===== src/rtl/game_state_controller_pkg.sv =====
// Shared game types and default parameter values for the game sequencer.
package game_defines;
  typedef enum logic [2:0] {
    IDLE, SERVE, PLAY, PAUSED, BALL_LOST, LEVEL_UP, GAME_OVER, WIN
  } game_state_t;

  localparam logic [15:0] MAX_SCORE = 16'hFFFF;

  localparam int INITIAL_LIVES_D  = 3;
  localparam int NUM_LEVELS_D     = 4;
  localparam int BOTTOM_Y_D       = 479;
  localparam int HOLD_FRAMES_D    = 60;
  localparam int POINTS_PER_HIT_D = 10;

  // Widened add so a carry out of 16 bits clamps instead of wrapping.
  function automatic logic [15:0] sat_add(input logic [15:0] a, input logic [16:0] b);
    logic [17:0] s;
    s = {2'b00, a} + {1'b0, b};
    return (s > {2'b00, MAX_SCORE}) ? MAX_SCORE : s[15:0];
  endfunction
endpackage


===== src/rtl/game_state_controller_rise_edge_detector.sv =====
// One-cycle pulse on a rising edge of a level input, against a registered history.
module rise_edge_detector (
  input  logic clk,
  input  logic resetN,
  input  logic in,
  output logic pulse
);
  logic hist;

  always_ff @(posedge clk or negedge resetN) begin
    if (!resetN) hist <= 1'b0;
    else         hist <= in;
  end

  assign pulse = in & ~hist;
endmodule


===== src/rtl/game_state_controller.sv =====
// Game sequencer: serve/play/pause/level-up/end-of-game FSM, lives and saturating score.
// Build option: define AUTO_SERVE_EN to re-serve automatically after a lost ball.
module game_state_controller
  import game_defines::*;
#(
  parameter int INITIAL_LIVES  = INITIAL_LIVES_D,
  parameter int NUM_LEVELS     = NUM_LEVELS_D,
  parameter int BOTTOM_Y       = BOTTOM_Y_D,
  parameter int HOLD_FRAMES    = HOLD_FRAMES_D,
  parameter int POINTS_PER_HIT = POINTS_PER_HIT_D
) (
  input  logic               clk,
  input  logic               resetN,
  input  logic               startOfFrame,
  input  logic               keyStartIsPressed,
  input  logic               keyPauseIsPressed,
  input  logic signed [10:0] smileyTopLeftY,
  input  logic               collisionSmileyObstacle,
  input  logic               levelCleared,
  output logic               pause,
  output logic               reset_level,
  output logic [3:0]         level,
  output logic [1:0]         lives,
  output logic [15:0]        score,
  output logic               gameOver,
  output logic               win
);
  localparam int CW = $clog2(HOLD_FRAMES + 1);
  localparam logic signed [10:0] BOTTOM_S   = BOTTOM_Y[10:0];
  localparam logic [3:0]         LAST_LEVEL = 4'(NUM_LEVELS - 1);
  localparam logic [1:0]         INIT_LIVES = 2'(INITIAL_LIVES);

  // bit 0 start, bit 1 pause, bit 2 collision
  logic [2:0] key_lvl, key_rise;
  assign key_lvl = {collisionSmileyObstacle, keyPauseIsPressed, keyStartIsPressed};

  rise_edge_detector u_red [2:0] (
    .clk    (clk),
    .resetN (resetN),
    .in     (key_lvl),
    .pulse  (key_rise)
  );

  logic start_p, pause_p, hit_p;
  assign start_p = key_rise[0];
  assign pause_p = key_rise[1];
  assign hit_p   = key_rise[2];

  game_state_t   state, state_n;
  logic [3:0]    level_n;
  logic [1:0]    lives_n;
  logic [15:0]   score_n;
  logic [CW-1:0] cnt, cnt_n;
  logic          ball_lost, hold_done;
  logic [16:0]   pts;

  assign ball_lost = startOfFrame && (smileyTopLeftY > BOTTOM_S);
  assign hold_done = (cnt == CW'(HOLD_FRAMES));
  assign pts       = 17'(POINTS_PER_HIT * (int'(level) + 1));

  always_ff @(posedge clk or negedge resetN) begin
    if (!resetN) begin
      state <= IDLE;
      level <= '0;
      lives <= INIT_LIVES;
      score <= '0;
      cnt   <= '0;
    end else begin
      state <= state_n;
      level <= level_n;
      lives <= lives_n;
      score <= score_n;
      cnt   <= cnt_n;
    end
  end

  always_comb begin
    state_n = state;
    level_n = level;
    lives_n = lives;
    score_n = score;
    cnt_n   = cnt;
    // Scoring rides alongside any PLAY exit taken in the same cycle.
    if (hit_p && state == PLAY) score_n = sat_add(score, pts);
    case (state)
      IDLE:   if (start_p) state_n = SERVE;
      SERVE:  state_n = PLAY;
      PLAY: begin
        if (levelCleared) begin
          if (level == LAST_LEVEL) state_n = WIN;
          else begin
            level_n = level + 4'd1;
            cnt_n   = '0;
            state_n = LEVEL_UP;
          end
        end else if (ball_lost) begin
          lives_n = lives - 2'd1;
          if (lives == 2'd1) state_n = GAME_OVER;
          else begin
            cnt_n   = '0;
            state_n = BALL_LOST;
          end
        end else if (pause_p) state_n = PAUSED;
      end
      PAUSED: if (pause_p) state_n = PLAY;
      BALL_LOST: begin
        if (startOfFrame && !hold_done) cnt_n = cnt + CW'(1);
`ifdef AUTO_SERVE_EN
        if (hold_done) state_n = SERVE;
`else
        if (hold_done && start_p) state_n = SERVE;
`endif
      end
      LEVEL_UP: begin
        if (startOfFrame && !hold_done) cnt_n = cnt + CW'(1);
        if (hold_done) state_n = SERVE;
      end
      GAME_OVER, WIN: begin
        if (start_p) begin
          score_n = '0;
          lives_n = INIT_LIVES;
          level_n = '0;
          state_n = SERVE;
        end
      end
      default: state_n = IDLE;
    endcase
  end

  assign pause       = (state != PLAY);
  assign reset_level = (state == SERVE);
  assign gameOver    = (state == GAME_OVER);
  assign win         = (state == WIN);
endmodule


===== config.mk =====
export PLATFORM = sky130hd
export DESIGN_NAME = game_state_controller
export DESIGN_NICKNAME = d
export VERILOG_FILES = /design/src/rtl/game_state_controller_pkg.sv /design/src/rtl/game_state_controller_rise_edge_detector.sv /design/src/rtl/game_state_controller.sv
export SDC_FILE = /design/constraint.sdc
export NUM_CORES = 1
export LEC_CHECK = 0
export BUFFER_PORTS_ARGS = -buffer_cell sky130_fd_sc_hd__buf_4
export CAP_MARGIN = 5
export CORE_ASPECT_RATIO = 0.75
export CORE_UTILIZATION = 55
export DETAILED_ROUTE_END_ITERATION = 8
export PLACE_DENSITY = 0.76
export SYNTH_ARGS = -nofsm -noshare
export SYNTH_HDL_FRONTEND = slang
export SYNTH_SLANG_ARGS = --single-unit

===== constraint.sdc =====
create_clock -name clk -period 4.9 [get_ports clk]
set_clock_uncertainty 0.15 [all_clocks]
set_input_delay 0.49 -clock clk [delete_from_list [all_inputs] [get_ports clk]]
set_output_delay 0.49 -clock clk [all_outputs]
set_load 0.01 [all_outputs]

==> results <==
- The run finished, with violations left.
- The checks that failed: negative hold slack.
- The number of max-slew violations in the final report is 0.
- The worst setup path is launched from a flop.
- In this run the tightest slew margin relative to its limit is 0.6201.
- The cell count after synthesis came out at 248.
- Yosys attributes the largest share of cell area to sky130_fd_sc_hd__dfrtp_1 35%, sky130_fd_sc_hd__ha_1 9.9%, sky130_fd_sc_hd__a21oi_1 5.3%.
- The number of nets in the synthesized netlist is around 290.
- In the synthesized netlist, the cells that appear most often are 32 x sky130_fd_sc_hd__dfrtp_1, 25 x sky130_fd_sc_hd__nand2_1, 24 x sky130_fd_sc_hd__a21oi_1.
- The critical path goes through ha_1 -> ha_1 -> ha_1 -> fa_1 -> ha_1 -> a21o_1 -> a21oi_1 -> a21o_1 -> a21oi_4 -> a2111oi_1 -> a211oi_2.
- The repair_antennas step left the layout with diodes totalling 0.
- The slowest library cell on the worst path is sky130_fd_sc_hd__fa_1.
- Of the total power, the share spent switching nets is 0.4497.
- The total global-route track usage is 0.2504.
- The post-synthesis to final-layout area growth is 18.56%.
- The most frequent cell after synthesis is sky130_fd_sc_hd__dfrtp_1.
- Across the run, the number of max-cap violations was 0.
- Yosys printed 0 warnings.
- The total of flip-flops plus latches after synthesis is 34.
- After floorplanning, the core was sized to cover 3804 um^2.
- In this run, CTS created clock tree buffers numbering 5.
- TritonCTS built the clock tree.
- The worst hold slack after final layout is -0.01067 ns.
- The initial antenna violation count was 0.
- The via count is 1959.
- After synthesis, the mean cell area works out to just over 9 um^2.
- Setup violations remaining at the end of the flow were counted as 0.
- The die area is roughly 4400 um^2.
- Counting tap cells, the placed design contains a total of between 300 and 400 instances.
- The final-layout setup total negative slack is 0 ns.
- The maximum fanout along the worst path is 8.
- The capturing point of the worst reg2reg path is score[11].
- Routability-driven placement finished with a final weighted congestion of 0.8173.
- Summed over all layers, the global routing overflow is 0.
- Internal power comes to 1.026 mW.
- Across the VDD grid, the largest voltage drop is roughly 0.00036 V.
- The required time at the endpoint of the critical path is 4.91 ns.
- In this run, post-CTS hold repair placed 0 buffers.
- The buffer levels on the longest clock path is 2.
- In the synthesized netlist the async set-or-reset flop fraction comes to 1.000.
- Of the available clock period, the critical path in the final layout requires 0.7890.
- Using the TritonRoute via totals, the vias-per-cell ratio works out to 5.711.
- The average wire per cell in the routed design is 14.35 um.
- After clock tree synthesis, the setup repair step added 0 buffers.
- In this run the worst setup path terminates at score[11].
- The number of enable-type register cells in the synthesized netlist is 0.
- The floorplan has 19 rows.
- The delay contributed by the slowest stage of the critical path is 0.46 ns.
- Excluding fillers, the count of instances in the completed layout stands at ~340.
- For this run, the leading register cell type out of synthesis is sky130_fd_sc_hd__dfrtp_1.
- Of the total power, registers draw 0.251.
- The arrival time at the worst endpoint is 3.87 ns.
- The most frequent cell on the critical path is sky130_fd_sc_hd__ha_1.
- Summing all flip-flop and latch instances after layout gives 853.3 um^2.
- The number of global-route vias before repair is 1822.
- The number of endpoints with negative hold slack in the final report is 20.
- The fraction of power consumed by combinational cells is 0.633.
- The number of inserted filler cells in the final layout is 325.
- The setup check on the worst reg-to-reg path leaves a slack of around 1.0 ns.
- Once detailed placement completed, the half-perimeter wirelength came to 3672 um.
- The post-detailed-route DRC marker count is 0.
- The total power density per cell area is 692.4 nW/um^2.
- The clock input transition at the sequential cells of the worst setup and hold paths is 0.07 ns.
- The combined area of the multi-input logic cells is 1335 um^2.
- The path type of the worst min-delay path is in -> async.
- The H-tree was split into 2 levels.
- The clock net in this run drives a total of 34 sinks.
- The number of nets with antenna violations after detailed routing is 0.
- Pin placement for this block handled 44 I/O pins.
- The upper clock frequency limit is about 0.26 GHz.
- The share of synthesized area in the top cell type comes to 0.3524.
- The switching power total is 0.8388 mW.
- Gates resized during post-CTS repair numbered 0.
- Summed over all layers, the routed wires come to between 4000 and 5000 um.
- After synthesis the cells add up to 2272 um^2.
- Entering global routing, the biggest net connects 35 pins.
- Of the total power, the clock network draws 0.117.
- The horizontal extent of the die is 76.22 um.
- At the later pin of the worst-skew pair, clock insertion delay measures 0.29 ns.
- The beginning of the critical path is level[0].
- The die extent in y is 57.67 um.
- In this run, the number of DRC markers left after iteration 0 of detailed routing was 156.
- The critical path endpoint category is a flop.
- The first-pass iteration count of the detailed router is 4.
- At the end of the flow, the number of nets in the layout was 328.
- The quantity of I/O buffers inserted on ports is 38.
- For the pin with the worst max-slew slack, the measured transition is 0.5698 ns.
- The root buffer cell is sky130_fd_sc_hd__clkbuf_8.
- Summed over all instances, the cell type with the most area after synthesis is sky130_fd_sc_hd__dfrtp_1.
- The type of the worst setup path is reg -> reg.
- The leakage power is 1.282 nW.
- The initial standard-cell utilization of the core is 0.5974.
- The number of unique standard cell types used by synthesis is 58.
- Setup repair after global routing left no endpoint under its margin.
- The startpoint of the lowest-slack register-to-register path is level[0].
- The share of cells above drive strength 1 is 0.2131.
- For the finished layout, the period the worst path requires is 3.866 ns.
- The sequential area share after synthesis is 0.3756.
- The global-route wire length before repair is 8611 um.
- Counting cells, the worst reg-to-reg path comes to 11.
==> routing by layer <==
metal  track usage  part of all wire  up-vias
li1              -                 -      990
met1        0.3865              0.53      904
met2        0.3488              0.40       59
met3       0.04409             0.059        6
met4       0.09615             0.013        0
met5             0                 0        -
==> worst min-delay path by stage <==
stage	to	slack [ns]	start	cells past startpoint
after floorplan	cnt[0]	0.04	resetN	0
after global placement	score[6]	0.32	resetN	1
after detailed placement	score[6]	0.32	resetN	1
after CTS	state[2]	0.005	resetN	1
after global routing	score[3]	0.03	resetN	1
final	level[3]	-0.01	resetN	1
==> registers in the layout (all words and copies together) (netlist names) <==
register and cells:
lives 2, level 4, u_red.hist 3, cnt 6, state 3, score 16
==> cell type report <==
cell class,count,area share
Inverter,15,0.02090
Clock inverter,1,0.001858
Clock buffer,7,0.03205
Tap cell,52,0.02415
Multi-Input combinational cell,195,0.4956
Timing Repair Buffer,39,0.1087
Sequential cell,34,0.3168
==> critical path: cells and delay by family (launching register included) <==
kind,cells,cell delay [ns]
fa+ha+maj,5,1.75
flops,1,0.43
compound gates,6,1.39
==> kinds of logic (layout without fill, tap and decap cells) <==
| kind of cell | after synthesis | after routing | synth area share |
|---|---|---|---|
| buffers and inverters | 19 | 62 | 0.03689 |
| multiplexers | 3 | 3 | 0.01432 |
| adder cells (fa/ha/maj) | 20 | 20 | 0.1167 |
| AO/OA/AOI/OAI | 80 | 80 | 0.2340 |
| XOR/XNOR | 11 | 11 | 0.04240 |
| other | 1 | 1 | 0.001650 |
| flip-flops | 34 | 34 | 0.3756 |
| AND/OR/NAND/NOR | 80 | 80 | 0.1784 |
==> through the flow <==
stage	instance area (um^2)	utilization	power [mW]	hold WS, ns	setup WS [ns]
final	2694	0.7082	1.865	-0.01067	1.034
after global routing	2694	0.7082	2.049	0.03209	0.8332
after CTS	2694	0.7082	1.868	0.004613	1.053
after detailed placement	2603	0.6842	1.631	0.3180	1.087
after global placement	2603	0.6842	1.610	0.3174	1.142
after floorplan	2272	-	1.329	0.04441	1.358
==> layout by cell type, fill, tap and decap left out, types with 2 or more instances in the layout <==
cell type                  Yosys  layout
sky130_fd_sc_hd__ha_1         18      18
sky130_fd_sc_hd__nand2_1      25      25
sky130_fd_sc_hd__mux2_2        2       2
sky130_fd_sc_hd__dfrtp_1      32      32
sky130_fd_sc_hd__and3_1        3       3
sky130_fd_sc_hd__buf_4         1      39
sky130_fd_sc_hd__nand2b_1      4       4
sky130_fd_sc_hd__nor3b_1       2       2
sky130_fd_sc_hd__nand3_1       9       9
sky130_fd_sc_hd__xnor2_1       5       5
sky130_fd_sc_hd__fa_1          2       2
sky130_fd_sc_hd__o221a_2       2       2
sky130_fd_sc_hd__xor2_1        6       6
sky130_fd_sc_hd__a21oi_1      24      24
sky130_fd_sc_hd__o21a_1        2       2
sky130_fd_sc_hd__a22o_1        2       2
sky130_fd_sc_hd__nor2b_1       5       5
sky130_fd_sc_hd__or2_2         2       2
sky130_fd_sc_hd__inv_1        15      15
sky130_fd_sc_hd__a41oi_1       4       4
sky130_fd_sc_hd__a21o_1        4       4
sky130_fd_sc_hd__and2_1        2       2
sky130_fd_sc_hd__dfstp_2       2       2
sky130_fd_sc_hd__clkbuf_8      0       6
sky130_fd_sc_hd__nor3_1        5       5
sky130_fd_sc_hd__nor2_1       16      16
sky130_fd_sc_hd__a31o_2        2       2
sky130_fd_sc_hd__o21ai_0      21      21
==> power by group through the flow <==
stage,sequential (mW),clock [mW],combinational (mW)
2_1_floorplan,0.471,0,0.857
3_3_place_gp,0.469,0,1.14
3_5_place_dp,0.471,0,1.16
4_1_cts,0.467,0.222,1.18
5_1_grt,0.485,0.232,1.33
6_report,0.467,0.218,1.18
Power figures use the tool's default switching activity.
